<file path="src/rtl/cache_control.sv">
// Sequencing FSM for a 2-way write-back/write-allocate L1, with saturating perf counters.
// Latency: hit answers in the lookup cycle; clean miss 3 cycles min, dirty miss 4 min.
// Backpressure: the CPU holds its request until mem_resp; pmem strobes hold until pmem_resp.
module cache_control #(
    parameter int CNT_WIDTH = 16
) (
    input  logic                 clk,
    input  logic                 reset,
    input  logic                 mem_read,
    input  logic                 mem_write,
    input  logic [1:0]           hit,
    input  logic                 lru_out,
    input  logic                 dirty_mux_out,
    input  logic                 pmem_resp,
    input  logic                 perf_clear,
    output logic                 mem_resp,
    output logic                 pmem_read,
    output logic                 pmem_write,
    output logic                 tag_write,
    output logic                 valid_write,
    output logic                 dc_mem_write,
    output logic                 dirty_set,
    output logic                 dirty_reset,
    output logic                 lru_write,
    output logic                 retain,
    output logic                 pmem_addr_sel,
    output logic                 save_to_cache_sel,
    output logic [CNT_WIDTH-1:0] hit_count,
    output logic [CNT_WIDTH-1:0] miss_count,
    output logic [CNT_WIDTH-1:0] wb_count
);

    typedef enum logic [1:0] {COMPARE, WRITEBACK, ALLOCATE} state_t;

    localparam logic [CNT_WIDTH-1:0] CNT_ONE = {{(CNT_WIDTH-1){1'b0}}, 1'b1};

    state_t               state_q, state_d;
    logic                 miss_pend_q, miss_pend_d;
    logic [CNT_WIDTH-1:0] hit_cnt_q, hit_cnt_d;
    logic [CNT_WIDTH-1:0] miss_cnt_q, miss_cnt_d;
    logic [CNT_WIDTH-1:0] wb_cnt_q, wb_cnt_d;

    logic req, any_hit, is_write, hit_way;
    logic lookup_hit, lookup_miss;

    // A simultaneous read+write is serviced as a write; hit==11 resolves to way 1.
    assign req         = mem_read | mem_write;
    assign is_write    = mem_write;
    assign any_hit     = hit[0] | hit[1];
    assign hit_way     = hit[1];
    assign lookup_hit  = (state_q == COMPARE) && req && any_hit;
    assign lookup_miss = (state_q == COMPARE) && req && !any_hit;

    // State, miss-pending flag and counters.
    always_ff @(posedge clk or posedge reset) begin
        if (reset) begin
            state_q     <= COMPARE;
            miss_pend_q <= 1'b0;
            hit_cnt_q   <= '0;
            miss_cnt_q  <= '0;
            wb_cnt_q    <= '0;
        end else begin
            state_q     <= state_d;
            miss_pend_q <= miss_pend_d;
            hit_cnt_q   <= hit_cnt_d;
            miss_cnt_q  <= miss_cnt_d;
            wb_cnt_q    <= wb_cnt_d;
        end
    end

    // Next state; a withdrawn request still lets the pmem transaction finish.
    always_comb begin
        state_d     = state_q;
        miss_pend_d = miss_pend_q;
        case (state_q)
            COMPARE: begin
                if (lookup_hit) begin
                    miss_pend_d = 1'b0;
                end else if (lookup_miss) begin
                    miss_pend_d = 1'b1;
                    state_d     = dirty_mux_out ? WRITEBACK : ALLOCATE;
                end
            end
            WRITEBACK: if (pmem_resp) state_d = ALLOCATE;
            ALLOCATE:  if (pmem_resp) state_d = COMPARE;
            default:   state_d = COMPARE;
        endcase
    end

    // Saturating counters; clear wins over a same-cycle increment.
    always_comb begin
        hit_cnt_d  = hit_cnt_q;
        miss_cnt_d = miss_cnt_q;
        wb_cnt_d   = wb_cnt_q;
        if (perf_clear) begin
            hit_cnt_d  = '0;
            miss_cnt_d = '0;
            wb_cnt_d   = '0;
        end else begin
            if (lookup_hit && !miss_pend_q && hit_cnt_q != '1)
                hit_cnt_d = hit_cnt_q + CNT_ONE;
            if (lookup_miss && miss_cnt_q != '1)
                miss_cnt_d = miss_cnt_q + CNT_ONE;
            if (lookup_miss && dirty_mux_out && wb_cnt_q != '1)
                wb_cnt_d = wb_cnt_q + CNT_ONE;
        end
    end

    // Datapath strobes; everything is forced low while reset is held.
    always_comb begin
        mem_resp          = 1'b0;
        pmem_read         = 1'b0;
        pmem_write        = 1'b0;
        tag_write         = 1'b0;
        valid_write       = 1'b0;
        dc_mem_write      = 1'b0;
        dirty_set         = 1'b0;
        dirty_reset       = 1'b0;
        lru_write         = 1'b0;
        retain            = 1'b0;
        pmem_addr_sel     = 1'b0;
        save_to_cache_sel = 1'b0;
        if (!reset) begin
            case (state_q)
                COMPARE: begin
                    if (lookup_hit) begin
                        mem_resp  = 1'b1;
                        lru_write = (hit_way == lru_out);
                        if (is_write) begin
                            dc_mem_write      = 1'b1;
                            dirty_set         = 1'b1;
                            save_to_cache_sel = 1'b1;
                        end
                    end else if (lookup_miss && dirty_mux_out) begin
                        retain = 1'b1;
                    end
                end
                WRITEBACK: begin
                    pmem_write    = 1'b1;
                    pmem_addr_sel = 1'b1;
                end
                ALLOCATE: begin
                    pmem_read = 1'b1;
                    if (pmem_resp) begin
                        tag_write   = 1'b1;
                        valid_write = 1'b1;
                        dirty_reset = 1'b1;
                    end
                end
                default: ;
            endcase
        end
    end

    assign hit_count  = hit_cnt_q;
    assign miss_count = miss_cnt_q;
    assign wb_count   = wb_cnt_q;

    // Both ways matching the same tag means the datapath is corrupt.
    hit_onehot_a: assert property (@(posedge clk) disable iff (reset)
        !((state_q == COMPARE) && req && (hit == 2'b11)));

endmodule

</file>
<file path="config.mk">
export PLATFORM = sky130hd
export DESIGN_NAME = cache_control
export DESIGN_NICKNAME = d
export VERILOG_FILES = /design/src/rtl/cache_control.sv
export SDC_FILE = /design/constraint.sdc
export NUM_CORES = 1
export LEC_CHECK = 0
export ABC_AREA = 1
export CORE_MARGIN = 4
export CORE_UTILIZATION = 40
export DETAILED_ROUTE_END_ITERATION = 16
export PLACE_DENSITY = 0.7
export SYNTH_ARGS = -nofsm -noshare
export SYNTH_HDL_FRONTEND = slang
export SYNTH_SLANG_ARGS = --single-unit
export TNS_END_PERCENT = 20
</file>
<file path="constraint.sdc">
create_clock -name clk -period 3.7 [get_ports clk]
set_clock_uncertainty 0.15 [all_clocks]
set_input_delay 1.11 -clock clk [delete_from_list [all_inputs] [get_ports clk]]
set_output_delay 1.11 -clock clk [all_outputs]
set_load 0.02 [all_outputs]
</file>
Word-level counts from Yosys, hierarchy flattened

Cells that the tools add are included.

Word-level logic and storage cells: 72
Register bits after elaboration: 51
Output and inout bits: 60
Bits of input ports: 10

Add/sub/neg operators: 3
Muxes and demuxes: 35
Reductions and logical operators: 17
Equality and inequality tests: 10
Bitwise gates (word level): 2

Operator list:

| operator                                            | number |
|---|---|
| two-way mux 16 bit                                  | 6 |
| adder 16 x 1 -> 16 bit, second input constant       | 3 |
| != test 16 bit, second input constant               | 3 |
| two-way mux 1 bit                                   | 23 |
| two-way mux 2 bit                                   | 5 |
| logical AND 1 bit                                   | 8 |
| != test 2 bit, second input constant                | 4 |
| nonzero test 2 bit                                  | 4 |
| case mux 2 bit (3 select lines)                     | 1 |
| AND reduction 4 bit                                 | 1 |
| equality test 2 x 1 -> 1 bit, second input constant | 1 |
| equality test 2 bit, second input constant          | 1 |
| logical NOT 1 bit                                   | 2 |
| logical NOT 2 bit                                   | 1 |
| bitwise OR 1 bit                                    | 2 |
| AND reduction 2 bit                                 | 1 |
| equality test 1 bit                                 | 1 |

Logic depth before layout (Yosys ltp)

Word-level depth: 8
Mapped depth: 10
Mapped depth without buffers: 10

Least setup slack after synthesis

OpenSTA, ideal clock, no wires.

Path kind: input-to-output
Start point: in reset
End point: out tag_write
Data arrival time: 2.195 ns
Slack: 0.245 ns
Stages: 3
Data required time: 2.440 ns
Buffers on the path: 2
Cells stage by stage: clkbuf_1 > nor3b_1 > buf_4

Cells in the longest elaborated chain, start to end: 1

RTL lines:

| item              | RTL line | RTL |
|---|---|---|
| from (decl)       | 8        | `input logic reset,` |
| two-way mux 1 bit | n/a      |  |
| to (decl)         | 19       | `output logic tag_write,` |

No other way between the ends.

Worst setup path after layout

Start point: in hit[1]
End point: out mem_resp

Cells in the longest elaborated chain, start to end: 5

RTL lines:

| item              | RTL line | RTL |
|---|---|---|
| from (decl)       | 11       | `input logic [1:0] hit,` |
| bitwise OR 1 bit  | 49       | `assign any_hit = hit[0] \| hit[1];` |
| logical AND 1 bit | 51       | `assign lookup_hit = (state_q == COMPARE) && req && any_hit;` |
| two-way mux 1 bit | 126      | `if (lookup_hit) begin` |
| two-way mux 1 bit | 124      | `case (state_q)` |
| two-way mux 1 bit | 123      | `if (!reset) begin` |
| to (decl)         | 16       | `output logic mem_resp,` |

No other way between the ends.

==> impl_metrics.json <==
{
  "diodes": 0,
  "synth.net_count": 480,
  "portBuffers": 69,
  "syn-cell-area_mm2": 0.00329,
  "ios": 70,
  "drtIter0Drc": 136,
  "grt_max_degree": 39,
  "nets": 557,
  "min_period_ns": 3.64,
  "synthCells": 467,
  "synth_seq_cells": 51,
  "num_vias": 3250,
  "die_height_um": 98.7,
  "drtPass1Iterations": 4,
  "cp.required_ns": 2.44,
  "mostFrequentLayoutCells": "152 x nand2_1, 57 x nor2_1, 57 x clkdlybuf4s50_1, 54 x nand3_1, 51 x dfrtp_1",
  "min_path_cells": 2,
  "hold_viol": 0,
  "worstReg2RegStart": "miss_count[0]",
  "report.final.slew_viol_count": 0,
  "row_count": 32,
  "syn_avg_cell_area_um2": 7.05,
  "instances_no_fill": 647,
  "status": "completed",
  "post-cts-setup-buffer-count": 0,
  "cap_violations": 0,
  "multi_input_area_mm2": 0.00176,
  "core_area_mm2": 0.00785,
  "slowest_stage": "clkdlybuf4s50_1",
  "clk_pin_slew_worst_paths_ns": 0.09,
  "peakVddDrop_mv": 0.235,
  "cts_hold_buf": 0,
  "gp_congestion": 0.897,
  "dieArea_mm2": 0.00975,
  "drc_errors": 0,
  "grt_pass1_wl_um": 14600,
  "power.density_mw_per_mm2": 319,
  "max_stage_delay_ns": 0.49,
  "fillers": 784,
  "cts.sinks": 51,
  "area_growth_pct": 29.0,
  "reg2reg_depth": 8,
  "crit_fanout": 2,
  "use_met2_pct": 29.2,
  "regArea_mm2": 0.00128,
  "cts_made_buffers": 5,
  "cts-root-buf": "clkbuf_8",
  "worst-path-stages": 7,
  "routedWlPerCell_um": 13.0,
  "seq_area_frac_synth_pct": 38.8,
  "grt_pass1_vias": 3078,
  "track_usage_pct": 17.7,
  "start_util_pct": 41.9,
  "crit_chain": "clkdlybuf4s50_1, nor2_1, inv_1, nand3_1, buf_4, nor2_1, clkdlybuf4s15_1",
  "p_total_mw": 1.35,
  "antenna_found_initial": 0,
  "cp-start-kind": "primary input",
  "finalCritPeriodShare_pct": 98.3,
  "met1_usage_pct": 23.9,
  "critPathKind": "primary input to primary output",
  "fin_setup_tns_ns": 0,
  "dpl.hpwl_um": 6380,
  "grt_setup_unrepaired": "no",
  "crit_path_frequent_cell": "nor2_1",
  "cts_tree": "yes",
  "crit_arrival_ns": 2.38,
  "holdCritPathClass": "flop to flop",
  "leakage_nw": 2.05,
  "drive_gt1_share_pct": 8.81,
  "max_clock_freq_mhz": 275,
  "h-tree-depth": 2,
  "setup_violations": 0,
  "ant_nets": 0,
  "grt-ovfl-total": 0,
  "min_from": "miss_pend_q",
  "wl_um": 8410,
  "path_delay_family": "buffers and inverters",
  "grt_use_met3_pct": 3.26,
  "layout_commonest_cell": "nand2_1",
  "max-clock-path-buffers": 2,
  "dieWidth_um": 98.7,
  "ys_warn_count": 0,
  "clk_latency_ns": 0.30,
  "worstSetupStartpoint": "hit[1]",
  "critPathCaptureType": "primary output",
  "routed_via_density": 5.02,
  "crit_buf_inv": 4,
  "top_usage_layer": "met2",
  "dp.cells": 639,
  "tightest_slew_ns": 0.589,
  "relSlewSlack_pct": 60.7,
  "yosys.cell_types.count": 29
}
## per-stage QoR
step / cell area, µm² / setup slack (ns) / util [%] / hold slack (ns)
5_1_grt: 4250 / 0.0100 / 54.1 / 0.461
2_1_floorplan: 3290 / 0.245 / - / 0.312
3_5_place_dp: 4140 / -0.295 / 52.8 / 0.397
3_3_place_gp: 4140 / -0.247 / 52.8 / 0.334
4_1_cts: 4260 / 0.00101 / 54.3 / 0.421
6_report: 4250 / 0.0628 / 54.1 / 0.410
## cell families after synthesis
| family | share of synthesized area [%] |
|---|---|
| simple gates | 40.9 |
| buf+inv | 7.64 |
| flops | 38.8 |
| compound gates | 4.68 |
| xor+xnor | 6.92 |
| fa+ha+maj | 1.14 |
## flip-flops by register name, indices dropped and copies added, names as in the netlist
register and flops:
hit_count 16, miss_count 16, miss_pend_q 1, wb_count 16, state_q 2
## power by group
group / internal (mW) / switching [mW]
clock network: 0.270 / 0.191
registers: 0.577 / 0.0210
logic: 0.104 / 0.190
## cell usage after synthesis, drive strengths merged
library cell | count | area [µm²]
nand2 | 160 | 626
nor2 | 64 | 282
nand3 | 54 | 270
dfrtp | 51 | 1280
inv | 42 | 160
xor2 | 23 | 201
o21ai | 20 | 111
nand4 | 18 | 113
buf | 13 | 87.6
a21oi | 4 | 20.0
nand3b | 4 | 30.0
ha | 3 | 37.5
o21bai | 3 | 22.5
xnor2 | 3 | 26.3
or2 | 2 | 12.5
clkbuf | 1 | 3.75
nor3 | 1 | 5.00
nor3b | 1 | 7.51
## final timing paths
kind / end / slack, ns
setup / recovery: mem_resp / 0.06
hold / removal: miss_pend_q / 0.41
setup reg to reg: miss_count[11] / 1.71
hold reg to reg: miss_pend_q / 0.41
max in group asynchronous: hit_count[11] / 1.64
min in group asynchronous: state_q[0] / 1.22
## routing by layer
metal  share of wire (%)  vias up
met3                 4.1       13
met4                 1.6        0
met5                   0        -
li1                    -     1645
met1                  46     1521
met2                  49       71
## what timing repair did
item                       in CTS  in global routing
setup endpoints to repair      11                  7
gates cloned                    0                  0
hold endpoints to repair        0                  0
resized for setup              11                 13
## area by class of cell
cell class / count / area share (%)
timing repair buffer: 84 / 18.5
sequential: 51 / 30.0
inverter: 42 / 3.77
tap: 102 / 3.00
clock buffer: 6 / 1.71
multi-input combinational: 360 / 41.5
clock inverter: 2 / 1.41
## worst min-delay path, cell delays in order, from the launching register on
cell and delay (ns):
dfrtp_1 0.37, a21oi_1 0.05, nor2_1 0.10
No activity file was read; power rests on OpenSTA's default activity.
